## config.mk

```make
export PLATFORM = sky130hd
export DESIGN_NAME = div_ctrl
export DESIGN_NICKNAME = d
export VERILOG_FILES = /design/src/rtl/div_ctrl_pkg.sv /design/src/rtl/div_ctrl_step.sv /design/src/rtl/div_ctrl.sv
export SDC_FILE = /design/constraint.sdc
export NUM_CORES = 1
export LEC_CHECK = 0
export BUFFER_PORTS_ARGS = -buffer_cell sky130_fd_sc_hd__clkbuf_2
export CAP_MARGIN = 20
export CORE_MARGIN = 5
export CORE_UTILIZATION = 40
export DETAILED_ROUTE_END_ITERATION = 8
export SETUP_SLACK_MARGIN = 0.3
export SYNTH_ARGS = -nofsm -noshare
export SYNTH_HDL_FRONTEND = slang
export SYNTH_SLANG_ARGS = --single-unit
```

## constraint.sdc

```tcl
create_clock -name clk -period 3.85 [get_ports clk]
set_input_delay 0.77 -clock clk [delete_from_list [all_inputs] [get_ports clk]]
set_output_delay 0.77 -clock clk [all_outputs]
set_load 0.01 [all_outputs]
```

## src/rtl/div_ctrl_pkg.sv

```systemverilog
// Shared definitions for the multi-cycle divide controller: state encodings,
// handshake levels and register bus widths.
package div_ctrl_pkg;

  localparam int RegBus       = 32;
  localparam int DoubleRegBus = 64;

  typedef enum logic [1:0] {
    DivFree   = 2'b00,
    DivByZero = 2'b01,
    DivOn     = 2'b10,
    DivEnd    = 2'b11
  } div_state_e;

  localparam logic DivResultReady    = 1'b1;
  localparam logic DivResultNotReady = 1'b0;
  localparam logic DivStart          = 1'b1;
  localparam logic DivStop           = 1'b0;

endpackage

```

## src/rtl/div_ctrl_step.sv

```systemverilog
// One radix-2 restoring-divide iteration: trial subtract of the divisor from
// the partial remainder, producing the next remainder bits and a quotient bit.
module div_ctrl_step
  import div_ctrl_pkg::*;
#(
  parameter int WIDTH = RegBus
) (
  input  logic [WIDTH:0]   part_rem,
  input  logic [WIDTH-1:0] divisor,
  output logic [WIDTH-1:0] next_rem,
  output logic             q_bit
);

  logic [WIDTH:0] diff_s;

  // trial subtract; a clear borrow bit means the divisor fits
  always_comb begin
    diff_s = part_rem - {1'b0, divisor};
    q_bit  = ~diff_s[WIDTH];
    if (q_bit) begin
      next_rem = diff_s[WIDTH-1:0];
    end else begin
      next_rem = part_rem[WIDTH-1:0];
    end
  end

endmodule

```

## src/rtl/div_ctrl.sv

```systemverilog
// Divide sequencer for DIV/DIVU: latches operand magnitudes, runs WIDTH
// shift-subtract iterations, applies sign fix-up and hands {rem, quot} to ex.
module div_ctrl
  import div_ctrl_pkg::*;
#(
  parameter int WIDTH = RegBus,
  parameter int CNT_W = 6
) (
  input  logic               clk,
  input  logic               rst,
  input  logic               signed_div_i,
  input  logic [WIDTH-1:0]   opdata1_i,
  input  logic [WIDTH-1:0]   opdata2_i,
  input  logic               start_i,
  input  logic               annul_i,
  output logic [2*WIDTH-1:0] result_o,
  output logic               ready_o
);

  localparam logic [CNT_W-1:0] CNT_ONE  = {{(CNT_W-1){1'b0}}, 1'b1};
  localparam logic [CNT_W-1:0] CNT_LAST = CNT_W'(WIDTH);

  div_state_e          state_r, state_s;
  logic [CNT_W-1:0]    cnt_r, cnt_s;
  logic [2*WIDTH:0]    dividend_r, dividend_s;
  logic [WIDTH-1:0]    divisor_r, divisor_s;
  logic                signed_r, signed_s;
  logic                a_neg_r, a_neg_s;
  logic                b_neg_r, b_neg_s;
  logic [2*WIDTH-1:0]  result_r, result_s;
  logic                ready_r, ready_s;

  logic                a_neg_in_s, b_neg_in_s;
  logic [WIDTH-1:0]    abs_a_s, abs_b_s;
  logic [WIDTH-1:0]    quot_s, rem_s, quot_fix_s, rem_fix_s;
  logic [WIDTH-1:0]    step_rem_s;
  logic                step_q_s;

  div_ctrl_step #(.WIDTH(WIDTH)) u_step (
    .part_rem (dividend_r[2*WIDTH:WIDTH]),
    .divisor  (divisor_r),
    .next_rem (step_rem_s),
    .q_bit    (step_q_s)
  );

  // operand magnitudes at acceptance and sign correction of the final result
  always_comb begin
    a_neg_in_s = signed_div_i & opdata1_i[WIDTH-1];
    b_neg_in_s = signed_div_i & opdata2_i[WIDTH-1];
    if (a_neg_in_s) begin
      abs_a_s = -opdata1_i;
    end else begin
      abs_a_s = opdata1_i;
    end
    if (b_neg_in_s) begin
      abs_b_s = -opdata2_i;
    end else begin
      abs_b_s = opdata2_i;
    end
    quot_s = dividend_r[WIDTH-1:0];
    rem_s  = dividend_r[2*WIDTH:WIDTH+1];
    if (signed_r && (a_neg_r ^ b_neg_r)) begin
      quot_fix_s = -quot_s;
    end else begin
      quot_fix_s = quot_s;
    end
    if (signed_r && a_neg_r) begin
      rem_fix_s = -rem_s;
    end else begin
      rem_fix_s = rem_s;
    end
  end

  // next-state and next-datapath logic; annul overrides every state
  always_comb begin
    state_s    = state_r;
    cnt_s      = cnt_r;
    dividend_s = dividend_r;
    divisor_s  = divisor_r;
    signed_s   = signed_r;
    a_neg_s    = a_neg_r;
    b_neg_s    = b_neg_r;
    result_s   = result_r;
    ready_s    = ready_r;
    if (annul_i) begin
      state_s  = DivFree;
      cnt_s    = {CNT_W{1'b0}};
      result_s = {(2*WIDTH){1'b0}};
      ready_s  = DivResultNotReady;
    end else begin
      case (state_r)
        DivFree: begin
          result_s = {(2*WIDTH){1'b0}};
          ready_s  = DivResultNotReady;
          if (start_i == DivStart) begin
            if (opdata2_i == {WIDTH{1'b0}}) begin
              state_s = DivByZero;
            end else begin
              state_s    = DivOn;
              cnt_s      = {CNT_W{1'b0}};
              signed_s   = signed_div_i;
              a_neg_s    = a_neg_in_s;
              b_neg_s    = b_neg_in_s;
              divisor_s  = abs_b_s;
              dividend_s = {{WIDTH{1'b0}}, abs_a_s, 1'b0};
            end
          end else begin
            state_s = DivFree;
          end
        end
        DivByZero: begin
          state_s  = DivEnd;
          result_s = {(2*WIDTH){1'b0}};
          ready_s  = DivResultReady;
        end
        DivOn: begin
          if (cnt_r != CNT_LAST) begin
            dividend_s = {step_rem_s, dividend_r[WIDTH-1:0], step_q_s};
            cnt_s      = cnt_r + CNT_ONE;
          end else begin
            state_s  = DivEnd;
            cnt_s    = {CNT_W{1'b0}};
            result_s = {rem_fix_s, quot_fix_s};
            ready_s  = DivResultReady;
          end
        end
        DivEnd: begin
          if (start_i == DivStop) begin
            state_s  = DivFree;
            result_s = {(2*WIDTH){1'b0}};
            ready_s  = DivResultNotReady;
          end else begin
            state_s = DivEnd;
          end
        end
        default: begin
          state_s  = DivFree;
          cnt_s    = {CNT_W{1'b0}};
          result_s = {(2*WIDTH){1'b0}};
          ready_s  = DivResultNotReady;
        end
      endcase
    end
  end

  // state, datapath and output registers
  always_ff @(posedge clk) begin
    if (rst) begin
      state_r    <= DivFree;
      cnt_r      <= {CNT_W{1'b0}};
      dividend_r <= {(2*WIDTH+1){1'b0}};
      divisor_r  <= {WIDTH{1'b0}};
      signed_r   <= 1'b0;
      a_neg_r    <= 1'b0;
      b_neg_r    <= 1'b0;
      result_r   <= {(2*WIDTH){1'b0}};
      ready_r    <= DivResultNotReady;
    end else begin
      state_r    <= state_s;
      cnt_r      <= cnt_s;
      dividend_r <= dividend_s;
      divisor_r  <= divisor_s;
      signed_r   <= signed_s;
      a_neg_r    <= a_neg_s;
      b_neg_r    <= b_neg_s;
      result_r   <= result_s;
      ready_r    <= ready_s;
    end
  end

  assign result_o = result_r;
  assign ready_o  = ready_r;

endmodule

```

==> flow_summary.json <==
{
  "status": "completed",
  "root_buffer": "clkbuf_16",
  "final_layout_size_suffix_gt1_share_pct": 14.4,
  "synthXorXnorAreaFrac_pct": 11.9,
  "fp-row-count": 60,
  "nNetsFinal": 1655,
  "grt_pass1_vias": 9665,
  "cp_max_fo": 10,
  "power_density_nw_per_um2": 342,
  "postCtsSetupRepairBufs": 0,
  "dr.first_iter.drc_count": 678,
  "cp.required_ps": 4210,
  "finalHoldViolCount": 0,
  "startpoint": "dividend_r[32]",
  "final_cell_mix": "nand2_1 (188), dfxtp_1 (172), nor2_1 (158)",
  "critPathArrivalTime_ps": 3670,
  "crit_path_start_kind": "flop",
  "synthSimpleGateAreaFrac_pct": 19.8,
  "boundaryPins": 134,
  "slew_headroom_pct": 32.2,
  "vias_per_cell": 5.42,
  "synthFlopType": "dfxtp_1",
  "hp-class": "flop to flop",
  "gp_congestion": 0.883,
  "worst_pin_slew_ps": 1010,
  "fp.dieH_um": 175,
  "vias": 10300,
  "cts_tree": "done",
  "reg2reg_slack_ps": 540,
  "die_x_um": 175,
  "avgSynthCellArea_sq_um": 7.63,
  "synth_top_family_by_area": "compound AO/OA/AOI/OAI gates",
  "rr_startpoint": "dividend_r[32]",
  "muxShareOfSynthArea_pct": 2.88,
  "fin_ws_ps": 539,
  "peakVddDrop_mv": 0.218,
  "synth_compound_area_share_pct": 23.6,
  "grt_antenna_before_repair": 0,
  "die_area_sq_um": 30800,
  "clock_sinks": 173,
  "synthCells": 1434,
  "cts_hold_buffers": 0,
  "crit_path_end_kind": "flop",
  "wirelength_um": 31000,
  "period_needed_ps": 3310,
  "rsz0062_at_grt": "no",
  "port_buffers": 133,
  "ant_nets": 0,
  "clock_skew_ps": 14.8,
  "hold_depth": 2,
  "period_share_pct": 86.0,
  "p_leak_uw": 0.00504,
  "rr_worst_depth": 13,
  "area_growth_pct": 15.6,
  "drt_pass1_iterations": 5,
  "grt-ovfl-total": 0,
  "synthDistinctLibCells": 65,
  "place_ws_ps": 280,
  "worstReg2RegEnd": "dividend_r[59]",
  "finalMaxSlewViolations": 0,
  "setup_viol": 0,
  "cts_max_level": 4,
  "grt_use_total_pct": 19.9,
  "syn_area_sq_um": 10900,
  "path_clk_slew_ps": 80,
  "hp-start": "result_o[29]",
  "fmax_ghz": 0.302,
  "synth-seq-area-share_pct": 31.6,
  "async_flop_share_pct": 0,
  "min_to": "result_o[29]",
  "finalSetupTns_ps": 0,
  "drcViolationCount": 0,
  "start_util_pct": 40.6,
  "core_sq_um": 27000,
  "antenna_cells": 0,
  "synth_warnings": 0,
  "cts_buffers": 17,
  "clock_path_buffers": 2,
  "synth-seq-cells": 173,
  "final_common_cell": "nand2_1",
  "critPathKind": "flop to flop",
  "hpwl_um": 23900,
  "synth_edf_count": 0,
  "wl_per_cell_um": 16.4,
  "grt_pass1_wl_um": 50600,
  "synth-adder-area-share_pct": 4.99,
  "synth_fp_nets": 1546,
  "drv_cap": 0,
  "clk_latency_ps": 440,
  "grt_max_degree": 71
}
[power by group]
| group | switching [uW] | internal [uW] |
|---|---|---|
| logic | 451 | 302 |
| clock network | 808 | 872 |
| registers | 47.0 | 1840 |
| total | 1310 | 3010 |
[flip-flops by register name, indices dropped and copies added (netlist names)]
signal	count
a_neg_r	1
b_neg_r	1
cnt_r	6
dividend_r	65
divisor_r	32
ready_o	1
result_o	64
signed_r	1
state_r	2
[kinds of logic after synthesis]
| logic type | Yosys count |
|---|---|
| flip-flops | 173 |
| multiplexers | 31 |
| AND/OR/NAND/NOR | 483 |
| XOR/XNOR | 149 |
| buffers and inverters | 142 |
| adder cells (fa/ha/maj) | 43 |
| AO/OA/AOI/OAI | 413 |
[timing repair]
item | 4_1_cts | 5_1_grt
gates resized for setup | 0 | 6
endpoints found under the hold margin | 0 | 0
endpoints found under the setup margin | 0 | 28
[worst max-delay path by stage]
stage                          end  slack, ps  cells after the start
detailed placement  dividend_r[59]        280                     13
global placement    dividend_r[62]        340                     13
floorplan           dividend_r[10]        780                     10
finish              dividend_r[59]        540                     13
CTS                 dividend_r[63]        350                     11
global route        dividend_r[64]        370                     13
[Yosys cell counts, types with 4 or more instances]
| cell | count | area [sq um] |
|---|---|---|
| nand2_1 | 189 | 709 |
| dfxtp_1 | 173 | 3460 |
| nor2_1 | 158 | 593 |
| a21oi_1 | 111 | 556 |
| o21ai_0 | 107 | 536 |
| xnor2_1 | 84 | 736 |
| clkbuf_1 | 68 | 255 |
| xor2_1 | 65 | 569 |
| inv_1 | 61 | 229 |
| ha_1 | 42 | 526 |
| a22oi_1 | 38 | 285 |
| a211oi_1 | 36 | 270 |
| mux2i_1 | 30 | 300 |
| nor3_1 | 25 | 125 |
| nand3_1 | 22 | 110 |
| a21o_1 | 18 | 135 |
| o31ai_1 | 18 | 135 |
| o211ai_1 | 17 | 128 |
| nor4_1 | 15 | 93.8 |
| a31oi_1 | 13 | 81.3 |
| and2_1 | 10 | 62.6 |
| nor2b_1 | 10 | 62.6 |
| or4_1 | 9 | 67.6 |
| nand2b_1 | 8 | 50.1 |
| buf_2 | 7 | 35.0 |
| o41ai_1 | 7 | 61.3 |
| or3_1 | 7 | 43.8 |
| o21ai_1 | 6 | 30.0 |
| and3_1 | 5 | 31.3 |
| o21bai_1 | 5 | 37.5 |
| a41oi_1 | 4 | 35.0 |
| nand3b_1 | 4 | 30.0 |
| nand4_1 | 4 | 25.0 |
| o21a_1 | 4 | 30.0 |
| or2_2 | 4 | 25.0 |
[worst max-delay path, stage by stage, from the launching register on]
cell and delay (ps):
dfxtp_1 330, inv_1 70, ha_1 230, fa_1 390, nand2b_1 200, a21oi_2 270, a2111oi_4 110, o21ai_0 310
and2_1 300, a211o_1 170, o211a_1 210, buf_4 200, nand2_2 170, o21ai_0 250
[area by class of cell]
type,count,area (sq um)
Fill cell,2730,14300
Tap cell,341,427
Multi-Input combinational cell,1119,6960
Clock inverter,13,123
Sequential cell,173,3460
Timing Repair Buffer,170,992
Inverter,62,233
Clock buffer,19,443
[stage by stage]
| stage | hold WS, ps | instances | utilization, % | instance area (sq um) | power [uW] |
|---|---|---|---|---|---|
| 3_3_place_gp | 436 | 1864 | 44.6 | 12000 | 2660 |
| 2_1_floorplan | 450 | 1434 | - | 10900 | 2440 |
| 3_5_place_dp | 442 | 1864 | 44.6 | 12000 | 2670 |
| 6_report | 447 | 1897 | 46.9 | 12600 | 4320 |
| 4_1_cts | 455 | 1896 | 46.7 | 12600 | 4350 |
| 5_1_grt | 466 | 1897 | 46.9 | 12600 | 4540 |
[layer usage]
layer,share of wire [%],track usage [%],wire length [um]
met3,4.3,3.79,1340
met4,2.3,6.25,722
met1,49,27.9,15200
met5,0,0,0
met2,44,31.2,13700
No activity file was read; power rests on OpenSTA's default activity.
